`src/rtl/issue_hazard_ctrl_pkg.sv`:
```
// rtl/issue_hazard_ctrl_pkg.sv - shared encodings for the issue-stage hazard controller
package issue_hazard_ctrl_pkg;

  localparam int REG_W = 5;
  localparam int ROW_W = 5;

  typedef logic [1:0] unit_t;
  typedef logic [1:0] fwd_sel_t;

  localparam unit_t UNIT_ALU  = 2'd0;
  localparam unit_t UNIT_MEM  = 2'd1;
  localparam unit_t UNIT_MUL  = 2'd2;
  localparam unit_t UNIT_MISC = 2'd3;

  localparam fwd_sel_t FWD_RF  = 2'b00;
  localparam fwd_sel_t FWD_ALU = 2'b01;
  localparam fwd_sel_t FWD_MEM = 2'b10;
  localparam fwd_sel_t FWD_MUL = 2'b11;

  typedef enum logic {
    ST_EMPTY = 1'b0,
    ST_HELD  = 1'b1
  } state_t;

endpackage

```
`src/rtl/issue_hazard_ctrl_if.sv`:
```
// rtl/issue_hazard_ctrl_if.sv - decode, scoreboard and EX signals of the issue stage
// master = issue controller, slave = surrounding pipeline (decode, scoreboard, EX).
interface issue_hazard_ctrl_if #(
  parameter int PAYLOAD_W = 64
);
  import issue_hazard_ctrl_pkg::*;

  logic                 id_valid;
  logic                 id_ready;
  logic [REG_W-1:0]     id_rs;
  logic [REG_W-1:0]     id_rt;
  logic [REG_W-1:0]     id_rd;
  logic                 id_uses_rs;
  logic                 id_uses_rt;
  logic                 id_writes_rd;
  unit_t                id_unit;
  logic [PAYLOAD_W-1:0] id_payload;

  logic [REG_W-1:0]     sb_addr_a;
  logic [REG_W-1:0]     sb_addr_b;
  logic                 sb_pending_a;
  logic                 sb_pending_b;
  unit_t                sb_unit_a;
  unit_t                sb_unit_b;
  logic [ROW_W-1:0]     sb_row_a;
  logic [ROW_W-1:0]     sb_row_b;
  logic [REG_W-1:0]     sb_writeaddr;
  unit_t                sb_registerunit;
  logic                 sb_enablewrite;

  logic                 ex_valid;
  logic                 ex_ready;
  logic [PAYLOAD_W-1:0] ex_payload;
  logic [REG_W-1:0]     ex_rd;
  unit_t                ex_unit;
  fwd_sel_t             ex_fwd_sel_a;
  fwd_sel_t             ex_fwd_sel_b;

  modport master (
    input  id_valid, id_rs, id_rt, id_rd, id_uses_rs, id_uses_rt, id_writes_rd,
    input  id_unit, id_payload,
    output id_ready,
    output sb_addr_a, sb_addr_b, sb_writeaddr, sb_registerunit, sb_enablewrite,
    input  sb_pending_a, sb_pending_b, sb_unit_a, sb_unit_b, sb_row_a, sb_row_b,
    output ex_valid, ex_payload, ex_rd, ex_unit, ex_fwd_sel_a, ex_fwd_sel_b,
    input  ex_ready
  );

  modport slave (
    output id_valid, id_rs, id_rt, id_rd, id_uses_rs, id_uses_rt, id_writes_rd,
    output id_unit, id_payload,
    input  id_ready,
    input  sb_addr_a, sb_addr_b, sb_writeaddr, sb_registerunit, sb_enablewrite,
    output sb_pending_a, sb_pending_b, sb_unit_a, sb_unit_b, sb_row_a, sb_row_b,
    input  ex_valid, ex_payload, ex_rd, ex_unit, ex_fwd_sel_a, ex_fwd_sel_b,
    output ex_ready
  );

endinterface

```
`src/rtl/issue_hazard_ctrl_operand_ready_chk.sv`:
```
// rtl/issue_hazard_ctrl_operand_ready_chk.sv - per-operand readiness and bypass source selection
module operand_ready_chk
  import issue_hazard_ctrl_pkg::*;
#(
  parameter logic [ROW_W-1:0] ALU_FWD_MASK = 5'b01111,
  parameter logic [ROW_W-1:0] MEM_FWD_MASK = 5'b00111,
  parameter logic [ROW_W-1:0] MUL_FWD_MASK = 5'b00011
) (
  input  logic             used,
  input  logic [REG_W-1:0] reg_addr,
  input  logic             pending,
  input  unit_t            unit,
  input  logic [ROW_W-1:0] row,
  output logic             ready,
  output fwd_sel_t         fwd_sel
);

  logic [ROW_W-1:0] mask;
  logic             live;
  logic             bypass;

  always_comb begin
    mask    = '0;
    fwd_sel = FWD_RF;
    case (unit)
      UNIT_ALU: mask = ALU_FWD_MASK;
      UNIT_MEM: mask = MEM_FWD_MASK;
      UNIT_MUL: mask = MUL_FWD_MASK;
      default:  mask = '0;
    endcase

    live   = used && (reg_addr != '0);
    bypass = live && pending && ((row & mask) != '0);
    ready  = !live || !pending || bypass;

    // Only a real bypass picks a forwarding path; every other ready case reads the RF.
    if (bypass) begin
      case (unit)
        UNIT_ALU: fwd_sel = FWD_ALU;
        UNIT_MEM: fwd_sel = FWD_MEM;
        UNIT_MUL: fwd_sel = FWD_MUL;
        default:  fwd_sel = FWD_RF;
      endcase
    end
  end

endmodule

```
`src/rtl/issue_hazard_ctrl.sv`:
```
// rtl/issue_hazard_ctrl.sv - issue register, operand hazard stall, bypass select and scoreboard claim
// Optional ISS_STALL_CNT_EN adds stall_cycles / issue_count performance counters.
module issue_hazard_ctrl
  import issue_hazard_ctrl_pkg::*;
#(
  parameter int               PAYLOAD_W    = 64,
  parameter logic [ROW_W-1:0] ALU_FWD_MASK = 5'b01111,
  parameter logic [ROW_W-1:0] MEM_FWD_MASK = 5'b00111,
  parameter logic [ROW_W-1:0] MUL_FWD_MASK = 5'b00011
) (
  input  logic                clock,
  input  logic                reset,
  input  logic                flush,
  issue_hazard_ctrl_if.master bus,
  output logic                hazard_stall
`ifdef ISS_STALL_CNT_EN
  ,
  output logic [31:0]         stall_cycles,
  output logic [31:0]         issue_count
`endif
);

  state_t               state_q;
  state_t               state_d;
  logic [REG_W-1:0]     rs_q;
  logic [REG_W-1:0]     rt_q;
  logic [REG_W-1:0]     rd_q;
  logic                 uses_rs_q;
  logic                 uses_rt_q;
  logic                 writes_rd_q;
  unit_t                unit_q;
  logic [PAYLOAD_W-1:0] payload_q;

  logic held;
  logic ready_a;
  logic ready_b;
  logic hazard;
  logic ex_valid_c;
  logic fire;
  logic id_ready_c;
  logic load;

  operand_ready_chk #(
    .ALU_FWD_MASK (ALU_FWD_MASK),
    .MEM_FWD_MASK (MEM_FWD_MASK),
    .MUL_FWD_MASK (MUL_FWD_MASK)
  ) u_chk_a (
    .used     (uses_rs_q),
    .reg_addr (rs_q),
    .pending  (bus.sb_pending_a),
    .unit     (bus.sb_unit_a),
    .row      (bus.sb_row_a),
    .ready    (ready_a),
    .fwd_sel  (bus.ex_fwd_sel_a)
  );

  operand_ready_chk #(
    .ALU_FWD_MASK (ALU_FWD_MASK),
    .MEM_FWD_MASK (MEM_FWD_MASK),
    .MUL_FWD_MASK (MUL_FWD_MASK)
  ) u_chk_b (
    .used     (uses_rt_q),
    .reg_addr (rt_q),
    .pending  (bus.sb_pending_b),
    .unit     (bus.sb_unit_b),
    .row      (bus.sb_row_b),
    .ready    (ready_b),
    .fwd_sel  (bus.ex_fwd_sel_b)
  );

  always_ff @(posedge clock or negedge reset) begin
    if (!reset) state_q <= ST_EMPTY;
    else        state_q <= state_d;
  end

  always_comb begin
    state_d    = state_q;
    held       = (state_q == ST_HELD);
    hazard     = held && !(ready_a && ready_b);
    ex_valid_c = held && !hazard && !flush;
    fire       = ex_valid_c && bus.ex_ready;
    id_ready_c = !held || fire;
    load       = bus.id_valid && id_ready_c && !flush;

    if (flush) begin
      state_d = ST_EMPTY;
    end else begin
      case (state_q)
        ST_EMPTY: if (bus.id_valid) state_d = ST_HELD;
        ST_HELD:  if (fire) state_d = bus.id_valid ? ST_HELD : ST_EMPTY;
        default:  state_d = ST_EMPTY;
      endcase
    end
  end

  // A reload on the firing edge sees its scoreboard claim one cycle later, so no bubble.
  always_ff @(posedge clock or negedge reset) begin
    if (!reset) begin
      rs_q        <= '0;
      rt_q        <= '0;
      rd_q        <= '0;
      uses_rs_q   <= 1'b0;
      uses_rt_q   <= 1'b0;
      writes_rd_q <= 1'b0;
      unit_q      <= UNIT_ALU;
      payload_q   <= '0;
    end else if (load) begin
      rs_q        <= bus.id_rs;
      rt_q        <= bus.id_rt;
      rd_q        <= bus.id_rd;
      uses_rs_q   <= bus.id_uses_rs;
      uses_rt_q   <= bus.id_uses_rt;
      writes_rd_q <= bus.id_writes_rd;
      unit_q      <= bus.id_unit;
      payload_q   <= bus.id_payload;
    end
  end

  assign bus.id_ready        = id_ready_c;
  assign bus.ex_valid        = ex_valid_c;
  assign bus.ex_payload      = payload_q;
  assign bus.ex_rd           = rd_q;
  assign bus.ex_unit         = unit_q;
  assign bus.sb_addr_a       = rs_q;
  assign bus.sb_addr_b       = rt_q;
  assign bus.sb_writeaddr    = rd_q;
  assign bus.sb_registerunit = unit_q;
  assign bus.sb_enablewrite  = fire && writes_rd_q && (rd_q != '0);
  assign hazard_stall        = hazard;

`ifdef ISS_STALL_CNT_EN
  always_ff @(posedge clock or negedge reset) begin
    if (!reset) begin
      stall_cycles <= '0;
      issue_count  <= '0;
    end else begin
      if (hazard) stall_cycles <= stall_cycles + 32'd1;
      if (fire)   issue_count  <= issue_count + 32'd1;
    end
  end
`endif

endmodule

```
`src/flat_wrapper.sv`:
```
// flat-port wrapper written by rule: the top's interface ports become plain ports
module issue_hazard_ctrl_flat import issue_hazard_ctrl_pkg::*;
#(
  parameter int               PAYLOAD_W    = 64,
  parameter logic [ROW_W-1:0] ALU_FWD_MASK = 5'b01111,
  parameter logic [ROW_W-1:0] MEM_FWD_MASK = 5'b00111,
  parameter logic [ROW_W-1:0] MUL_FWD_MASK = 5'b00011
)
  (clock, reset, flush, hazard_stall, bus_id_valid, bus_id_rs, bus_id_rt, bus_id_rd, bus_id_uses_rs, bus_id_uses_rt, bus_id_writes_rd, bus_id_unit, bus_id_payload, bus_id_ready, bus_sb_addr_a, bus_sb_addr_b, bus_sb_writeaddr, bus_sb_registerunit, bus_sb_enablewrite, bus_sb_pending_a, bus_sb_pending_b, bus_sb_unit_a, bus_sb_unit_b, bus_sb_row_a, bus_sb_row_b, bus_ex_valid, bus_ex_payload, bus_ex_rd, bus_ex_unit, bus_ex_fwd_sel_a, bus_ex_fwd_sel_b, bus_ex_ready);
  issue_hazard_ctrl_if #(.PAYLOAD_W(PAYLOAD_W)) bus_i ();
  input  logic clock;
  input  logic reset;
  input  logic flush;
  output logic hazard_stall;
  input wire logic [$bits(bus_i.id_valid)-1:0] bus_id_valid;
  input wire logic [$bits(bus_i.id_rs)-1:0] bus_id_rs;
  input wire logic [$bits(bus_i.id_rt)-1:0] bus_id_rt;
  input wire logic [$bits(bus_i.id_rd)-1:0] bus_id_rd;
  input wire logic [$bits(bus_i.id_uses_rs)-1:0] bus_id_uses_rs;
  input wire logic [$bits(bus_i.id_uses_rt)-1:0] bus_id_uses_rt;
  input wire logic [$bits(bus_i.id_writes_rd)-1:0] bus_id_writes_rd;
  input wire logic [$bits(bus_i.id_unit)-1:0] bus_id_unit;
  input wire logic [$bits(bus_i.id_payload)-1:0] bus_id_payload;
  output wire logic [$bits(bus_i.id_ready)-1:0] bus_id_ready;
  output wire logic [$bits(bus_i.sb_addr_a)-1:0] bus_sb_addr_a;
  output wire logic [$bits(bus_i.sb_addr_b)-1:0] bus_sb_addr_b;
  output wire logic [$bits(bus_i.sb_writeaddr)-1:0] bus_sb_writeaddr;
  output wire logic [$bits(bus_i.sb_registerunit)-1:0] bus_sb_registerunit;
  output wire logic [$bits(bus_i.sb_enablewrite)-1:0] bus_sb_enablewrite;
  input wire logic [$bits(bus_i.sb_pending_a)-1:0] bus_sb_pending_a;
  input wire logic [$bits(bus_i.sb_pending_b)-1:0] bus_sb_pending_b;
  input wire logic [$bits(bus_i.sb_unit_a)-1:0] bus_sb_unit_a;
  input wire logic [$bits(bus_i.sb_unit_b)-1:0] bus_sb_unit_b;
  input wire logic [$bits(bus_i.sb_row_a)-1:0] bus_sb_row_a;
  input wire logic [$bits(bus_i.sb_row_b)-1:0] bus_sb_row_b;
  output wire logic [$bits(bus_i.ex_valid)-1:0] bus_ex_valid;
  output wire logic [$bits(bus_i.ex_payload)-1:0] bus_ex_payload;
  output wire logic [$bits(bus_i.ex_rd)-1:0] bus_ex_rd;
  output wire logic [$bits(bus_i.ex_unit)-1:0] bus_ex_unit;
  output wire logic [$bits(bus_i.ex_fwd_sel_a)-1:0] bus_ex_fwd_sel_a;
  output wire logic [$bits(bus_i.ex_fwd_sel_b)-1:0] bus_ex_fwd_sel_b;
  input wire logic [$bits(bus_i.ex_ready)-1:0] bus_ex_ready;
  assign bus_i.id_valid = bus_id_valid;
  assign bus_i.id_rs = bus_id_rs;
  assign bus_i.id_rt = bus_id_rt;
  assign bus_i.id_rd = bus_id_rd;
  assign bus_i.id_uses_rs = bus_id_uses_rs;
  assign bus_i.id_uses_rt = bus_id_uses_rt;
  assign bus_i.id_writes_rd = bus_id_writes_rd;
  assign bus_i.id_unit = bus_id_unit;
  assign bus_i.id_payload = bus_id_payload;
  assign bus_id_ready = bus_i.id_ready;
  assign bus_sb_addr_a = bus_i.sb_addr_a;
  assign bus_sb_addr_b = bus_i.sb_addr_b;
  assign bus_sb_writeaddr = bus_i.sb_writeaddr;
  assign bus_sb_registerunit = bus_i.sb_registerunit;
  assign bus_sb_enablewrite = bus_i.sb_enablewrite;
  assign bus_i.sb_pending_a = bus_sb_pending_a;
  assign bus_i.sb_pending_b = bus_sb_pending_b;
  assign bus_i.sb_unit_a = bus_sb_unit_a;
  assign bus_i.sb_unit_b = bus_sb_unit_b;
  assign bus_i.sb_row_a = bus_sb_row_a;
  assign bus_i.sb_row_b = bus_sb_row_b;
  assign bus_ex_valid = bus_i.ex_valid;
  assign bus_ex_payload = bus_i.ex_payload;
  assign bus_ex_rd = bus_i.ex_rd;
  assign bus_ex_unit = bus_i.ex_unit;
  assign bus_ex_fwd_sel_a = bus_i.ex_fwd_sel_a;
  assign bus_ex_fwd_sel_b = bus_i.ex_fwd_sel_b;
  assign bus_i.ex_ready = bus_ex_ready;
  issue_hazard_ctrl #(.PAYLOAD_W(PAYLOAD_W), .ALU_FWD_MASK(ALU_FWD_MASK), .MEM_FWD_MASK(MEM_FWD_MASK), .MUL_FWD_MASK(MUL_FWD_MASK)) u_core (.clock(clock), .reset(reset), .flush(flush), .bus(bus_i), .hazard_stall(hazard_stall));
endmodule
```
`config.mk`:
```
export PLATFORM = sky130hd
export DESIGN_NAME = issue_hazard_ctrl_flat
export DESIGN_NICKNAME = d
export VERILOG_FILES = /design/src/rtl/issue_hazard_ctrl_pkg.sv /design/src/rtl/issue_hazard_ctrl_if.sv /design/src/rtl/issue_hazard_ctrl_operand_ready_chk.sv /design/src/rtl/issue_hazard_ctrl.sv /design/src/flat_wrapper.sv
export SDC_FILE = /design/constraint.sdc
export NUM_CORES = 1
export LEC_CHECK = 0
export BUFFER_PORTS_ARGS = -buffer_cell sky130_fd_sc_hd__buf_2
export CORE_MARGIN = 2
export CORE_UTILIZATION = 50
export CTS_CLUSTER_DIAMETER = 200
export DETAILED_ROUTE_END_ITERATION = 10
export PLACE_DENSITY = 0.81
export SLEW_MARGIN = 10
export SYNTH_ARGS = -nofsm -noshare
export SYNTH_HDL_FRONTEND = slang
export SYNTH_SLANG_ARGS = --single-unit
```
`constraint.sdc`:
```
create_clock -name clock -period 2.94 [get_ports clock]
set_input_delay 0.588 -clock clock [delete_from_list [all_inputs] [get_ports clock]]
set_output_delay 0.588 -clock clock [all_outputs]
set_load 0.01 [all_outputs]
```
Word-level counts from Yosys, hierarchy flattened
Index checks and enable logic that the tools add are counted.

Output and inout bits: 96. Input port bits: 105. Register bits after elaboration: 85. Word-level logic and storage cells: 61.

Mux-type cells: 10. Bitwise gates (word level): 3. Reduce and logical (&&, ||, !) cells: 35. Eq/ne operators: 4.

Operator list (number): 5-bit nonzero test (5); 4-bit one-hot mux with 3 select lines (2); 1-bit logical AND (15); 2-bit one-hot mux with 3 select lines (2); 5-bit AND (2); 1-bit zero test (8); 1-bit logical OR (5); 2-bit by 1-bit equality test with 1-bit output (second input constant) (2); 2-bit equality test (second input constant) (2); 2-bit zero test (2); 2-bit 2-to-1 mux (2); 1-bit 2-to-1 mux (3); 1-bit one-hot mux with 2 select lines (1); 1-bit NOT (1).

Longest topological paths before layout
Depth in word-level cells: 16. Mapped depth: 10. Mapped depth without buffers: 7.

Modules after synthesis
From an unflattened synthesis, not the netlist that was laid out.

Cell total of the unflattened synthesis: 233. Area, all modules: 3589.7 um^2.

By module, submodules not included: issue_hazard_ctrl (instances 1, cells each 199, seq. area each 2127.0 um^2, area each 3319.4 um^2); operand_ready_chk (instances 2, cells each 17, seq. area each 0.0 um^2, area each 135.1 um^2).

Worst setup path after synthesis
Ideal clock, no wire load.

Path kind: input -> output. Start point: in bus_sb_unit_b[1]. End point: out bus_id_ready. Cell stages on the path: 9. Arrival: 1.956 ns. Data required time: 2.352 ns. Path slack: 0.396 ns. Cells stage by stage: inv_1 > ha_1 > a211oi_1 > nor2_1 > or3b_1 > buf_4 > buf_4 > nand3_1 > o21ai_0.

Longest elaborated chain between the ends: 14. Elaborated cells between the ends (all ways): 16. Those cells by class: 2 x eq/ne; 1 x mux; 1 x bitwise; 12 x reduce/logical.

Ends and longest elaborated chain: start: declaration (line flat_wrapper.sv:33) `input wire logic [$bits(bus_i.sb_unit_b)-1:0] bus_sb_unit_b;`; 2-bit equality test, or another cell as far along (line issue_hazard_ctrl_operand_ready_chk.sv:25) `case (unit)`; 4-bit one-hot mux with 3 select lines (*) (line issue_hazard_ctrl_operand_ready_chk.sv:25); 5-bit AND (*) (line issue_hazard_ctrl_operand_ready_chk.sv:33) `bypass = live && pending && ((row & mask) != '0);`; 5-bit nonzero test (*) (line issue_hazard_ctrl_operand_ready_chk.sv:33); 1-bit logical AND (*) (line issue_hazard_ctrl_operand_ready_chk.sv:33); 1-bit logical OR (*) (line issue_hazard_ctrl_operand_ready_chk.sv:34) `ready = !live || !pending || bypass;`; 1-bit logical AND (*) (line issue_hazard_ctrl.sv:79) `hazard = held && !(ready_a && ready_b);`; 1-bit zero test (*) (line issue_hazard_ctrl.sv:79); 1-bit logical AND (*) (line issue_hazard_ctrl.sv:79); 1-bit zero test (*) (line issue_hazard_ctrl.sv:80) `ex_valid_c = held && !hazard && !flush;`; 1-bit logical AND (*) (2 in a row) (line issue_hazard_ctrl.sv:80); 1-bit logical AND (*) (line issue_hazard_ctrl.sv:81) `fire = ex_valid_c && bus.ex_ready;`; 1-bit logical OR (*) (line issue_hazard_ctrl.sv:82) `id_ready_c = !held || fire;`; end: declaration (line flat_wrapper.sv:24) `output wire logic [$bits(bus_i.id_ready)-1:0] bus_id_ready;`.

Every way passes the cells marked *; elsewhere a longest branch is shown, timed or not.

Worst setup path in the final report
Start point: reg u_core.rs_q[0], in the netlist u_core.bus.sb_addr_a[0]. End point: out bus_sb_enablewrite.

Longest elaborated chain between the ends: 14. Elaborated cells between the ends (all ways): 16. Those cells by class: 16 x reduce/logical.

Ends and longest elaborated chain: start: declaration (line issue_hazard_ctrl.sv:25) `logic [REG_W-1:0] rs_q;`; start signal: assignment (line issue_hazard_ctrl.sv:108) `rs_q <= bus.id_rs;`; 5-bit nonzero test (*) (line issue_hazard_ctrl_operand_ready_chk.sv:32) `live = used && (reg_addr != '0);`; 1-bit logical AND (*) (line issue_hazard_ctrl_operand_ready_chk.sv:32); 1-bit zero test / 1-bit logical AND (equally long branches) (line issue_hazard_ctrl_operand_ready_chk.sv:34, issue_hazard_ctrl_operand_ready_chk.sv:33); 1-bit logical OR / 1-bit logical AND (equally long branches) (line issue_hazard_ctrl_operand_ready_chk.sv:34, issue_hazard_ctrl_operand_ready_chk.sv:33); 1-bit logical OR (*) (line issue_hazard_ctrl_operand_ready_chk.sv:34); 1-bit logical AND (*) (line issue_hazard_ctrl.sv:79); 1-bit zero test (*) (line issue_hazard_ctrl.sv:79); 1-bit logical AND (*) (line issue_hazard_ctrl.sv:79); 1-bit zero test (*) (line issue_hazard_ctrl.sv:80); 1-bit logical AND (*) (2 in a row) (line issue_hazard_ctrl.sv:80); 1-bit logical AND (*) (line issue_hazard_ctrl.sv:81); 1-bit logical AND (*) (2 in a row) (line issue_hazard_ctrl.sv:128) `assign bus.sb_enablewrite = fire && writes_rd_q && (rd_q != '0);`; end: declaration (line flat_wrapper.sv:29) `output wire logic [$bits(bus_i.sb_enablewrite)-1:0] bus_sb_enablewrite;`.

Marks and branches as above.

==> flow_metrics.py <==
metrics = {
    "status": {
        "status": "complete, no violations",
    },
    "setup_path": {
        "crit_slowest_cell": "or4_1",
        "reg2reg_from": "u_core.bus.sb_addr_b[0]",
        "start_kind": "flop",
        "rr_worst_depth": 7,
        "cp.arrival_ns": 2.26,
        "end_kind": "primary output",
        "worstPathCellList": "or4_1 > o211ai_2 > or3b_4 > nand3_2 > nor4b_2 > buf_2",
        "cp_max_fo": 6,
        "critPathRequiredTime_ns": 2.35,
        "rr_endpoint": "u_core.bus.ex_payload[17]",
        "r2r_slack_ns": 0.10,
        "slowest_delay_ns": 0.55,
        "crit_type": "reg -> out",
    },
    "cts": {
        "cts_tree": "built",
        "clock_latency_ns": 0.35,
        "cts.path.max_buffers": 2,
        "cts_buffers": 9,
        "post_cts_buffers": 0,
        "htree_num_levels": 3,
        "path_clk_slew_ns": 0.09,
        "ctsRootBufferMaster": "clkbuf_8",
        "cts.sinks": 85,
    },
    "grt": {
        "grt_max_degree": 53,
        "grt_usage_pct": 28.20,
        "antenna_found_initial": 1,
        "grt.overflow.total": 0,
        "grt_pass1_wl_mm": 26.19,
        "grt_pass1_vias": 5217,
    },
    "place": {
        "place_hpwl_mm": 10.82,
        "dp.cells": 823,
        "place_ws_ns": -0.02625,
        "dpl-instance-area_mm2": 0.006237,
        "place_congestion": 0.8610,
        "port_buffers": 198,
    },
    "sta": {
        "rsz0062_at_grt": "yes",
        "hold_slack_ns": 0.2421,
        "tightest_slew_ns": 0.7534,
        "slew_headroom_pct": 49.77,
        "maxSlewViolCount": 0,
        "fin_tns_setup_ns": 0,
        "worst_clock_skew_ns": 0.008247,
        "fin_crit_sh_pct": 97.01,
        "hold_violations": 0,
        "period_minus_slack_ns": 2.852,
        "max_freq_mhz": 350.6,
        "setup_viol": 0,
        "final_critical_path_setup_slack_ns": 0.08776,
    },
    "final_layout": {
        "fin_util_pct": 62.28,
        "drive_gt1_share_pct": 42.88,
        "nets": 811,
        "fin_cells": 839,
        "design_area_mm2": 0.006430,
        "area_growth_pct": 21.23,
    },
    "yosys": {
        "syn_nets": 658,
        "synth_common_cells": "85 x dfrtp_1, 85 x nand2_1, 84 x a22oi_1, 84 x nand4_1, 62 x o211ai_2",
        "synthCells": 545,
        "yosys_warnings": 0,
        "synth_area_per_cell_um2": 9.732,
        "synth-edff-count": 0,
        "ys_types": 29,
        "async_flop_share_pct": 100.0,
        "yosys.area.top_type_share_pct": 40.10,
        "ys_ff_latch": 85,
        "synth_flop_cell": "dfrtp_1",
        "yosysTopAreaCell": "dfrtp_1",
        "synthesis.area_mm2": 0.005304,
        "synthTopCellsByArea": "dfrtp_1 40%, o211ai_2 15%, a22oi_1 12%, nand4_1 9.9%, nand2_1 6.0%",
        "yosysSeqAreaShare_pct": 40.10,
    },
    "detailed_routing": {
        "wl_met3_mm": 1.211,
        "ant_nets": 0,
        "vias": 5425,
        "via_per_inst": 6.466,
        "wl_per_cell_um": 19.55,
        "finalWirelength_mm": 16.40,
        "wirelength_met1_mm": 6.716,
        "route.met2.wl_mm": 8.190,
        "firstDrtPassIters": 5,
        "top_layer": "met4",
        "drc": 0,
        "drt_iter0_markers": 582,
    },
    "pwr": {
        "power.density_mw_per_mm2": 604.4,
        "total_power_mw": 3.886,
        "ir_drop_mv": 0.3724,
        "leakage_nw": 2.912,
    },
    "floorplanning": {
        "die-area_mm2": 0.01145,
        "io_pins": 201,
        "start_util_pct": 51.38,
        "core-area_mm2": 0.01032,
        "die_x_um": 107.0,
        "die_h_um": 107.0,
        "rows": 37,
    },
    "min_path": {
        "hp-class": "in -> async",
    },
    "job": {
        "maxCapViolCount": 0,
    },
}
[state kept, by name, summed over array words and instances, names as in the netlist]
| signal | flops |
|---|---|
| u_core.bus.ex_payload | 64 |
| u_core.bus.ex_rd | 5 |
| u_core.bus.ex_unit | 2 |
| u_core.bus.sb_addr_a | 5 |
| u_core.bus.sb_addr_b | 5 |
| u_core.held | 1 |
| u_core.uses_rs_q | 1 |
| u_core.uses_rt_q | 1 |
| u_core.writes_rd_q | 1 |
[logic make-up (layout without fill, tap and decap cells)]
family / after synthesis / in the layout / synth area share, %
simple gates: 193 / 193 / 18.83
compound gates: 181 / 181 / 31.19
flops: 85 / 85 / 40.10
buf+inv: 78 / 235 / 7.997
fa+ha+maj: 8 / 8 / 1.887
other cells: 0 / 1 / 0
[power breakdown]
part | internal [mW] | total, mW | switching (mW)
clock network | 0.388 | 0.808 | 0.420
registers | 1.44 | 1.71 | 0.264
logic | 0.585 | 1.37 | 0.787
[worst max-delay path: cells and delay by family (launching register included)]
family / cells / cell delay (ns)
AND/OR/NAND/NOR: 4 / 1.13
flip-flops: 1 / 0.43
AO/OA/AOI/OAI: 1 / 0.18
buffers and inverters: 1 / 0.18
[final cells by class]
| cell class | count | area, µm² |
|---|---|---|
| Fill cell | 884 | 3894 |
| Multi-Input combinational cell | 382 | 2779 |
| Sequential cell | 85 | 2128 |
| Timing Repair Buffer | 215 | 1150 |
| Tap cell | 136 | 170.2 |
| Clock buffer | 11 | 131.4 |
| Clock inverter | 4 | 50.05 |
| Inverter | 5 | 18.77 |
| Antenna cell | 1 | 2.502 |
[placed cells by master, fill, tap and decap left out, types with 5 or more instances in the layout]
cell type	netlist	layout
nand2_1	85	85
buf_4	11	15
o211ai_2	62	62
ha_1	8	8
buf_2	12	197
inv_1	5	5
clkbuf_8	0	9
nand4_1	84	84
dfrtp_1	85	84
a22oi_1	84	84
o211ai_1	24	24
[routing by layer]
| layer | GRT usage (%) | vias up |
|---|---|---|
| li1 | - | 2417 |
| met1 | 38.23 | 2722 |
| met2 | 45.91 | 259 |
| met3 | 4.377 | 27 |
| met4 | 10.11 | 0 |
| met5 | 0 | - |
[worst max-delay path by stage]
| stage | from | slack, ns | end | cells after the start |
|---|---|---|---|---|
| 4_1_cts | u_core.bus.sb_addr_a[0] | 0.02 | bus_sb_enablewrite | 6 |
| 3_3_place_gp | bus_sb_unit_b[0] | 0.07 | u_core.bus.ex_payload[49] | 9 |
| 5_1_grt | u_core.bus.sb_addr_a[0] | -0.02 | bus_sb_enablewrite | 6 |
| 3_5_place_dp | bus_sb_unit_b[0] | -0.03 | u_core.bus.ex_payload[47] | 9 |
| 2_1_floorplan | bus_sb_unit_b[1] | 0.40 | bus_id_ready | 9 |
| 6_report | u_core.bus.sb_addr_a[0] | 0.09 | bus_sb_enablewrite | 6 |
[repair_timing]
action                     in CTS  in global routing
resized for setup               0                  2
setup endpoints to repair       0                 18
hold buffers                    0                  0
No activity file was read; power rests on OpenSTA's default activity.
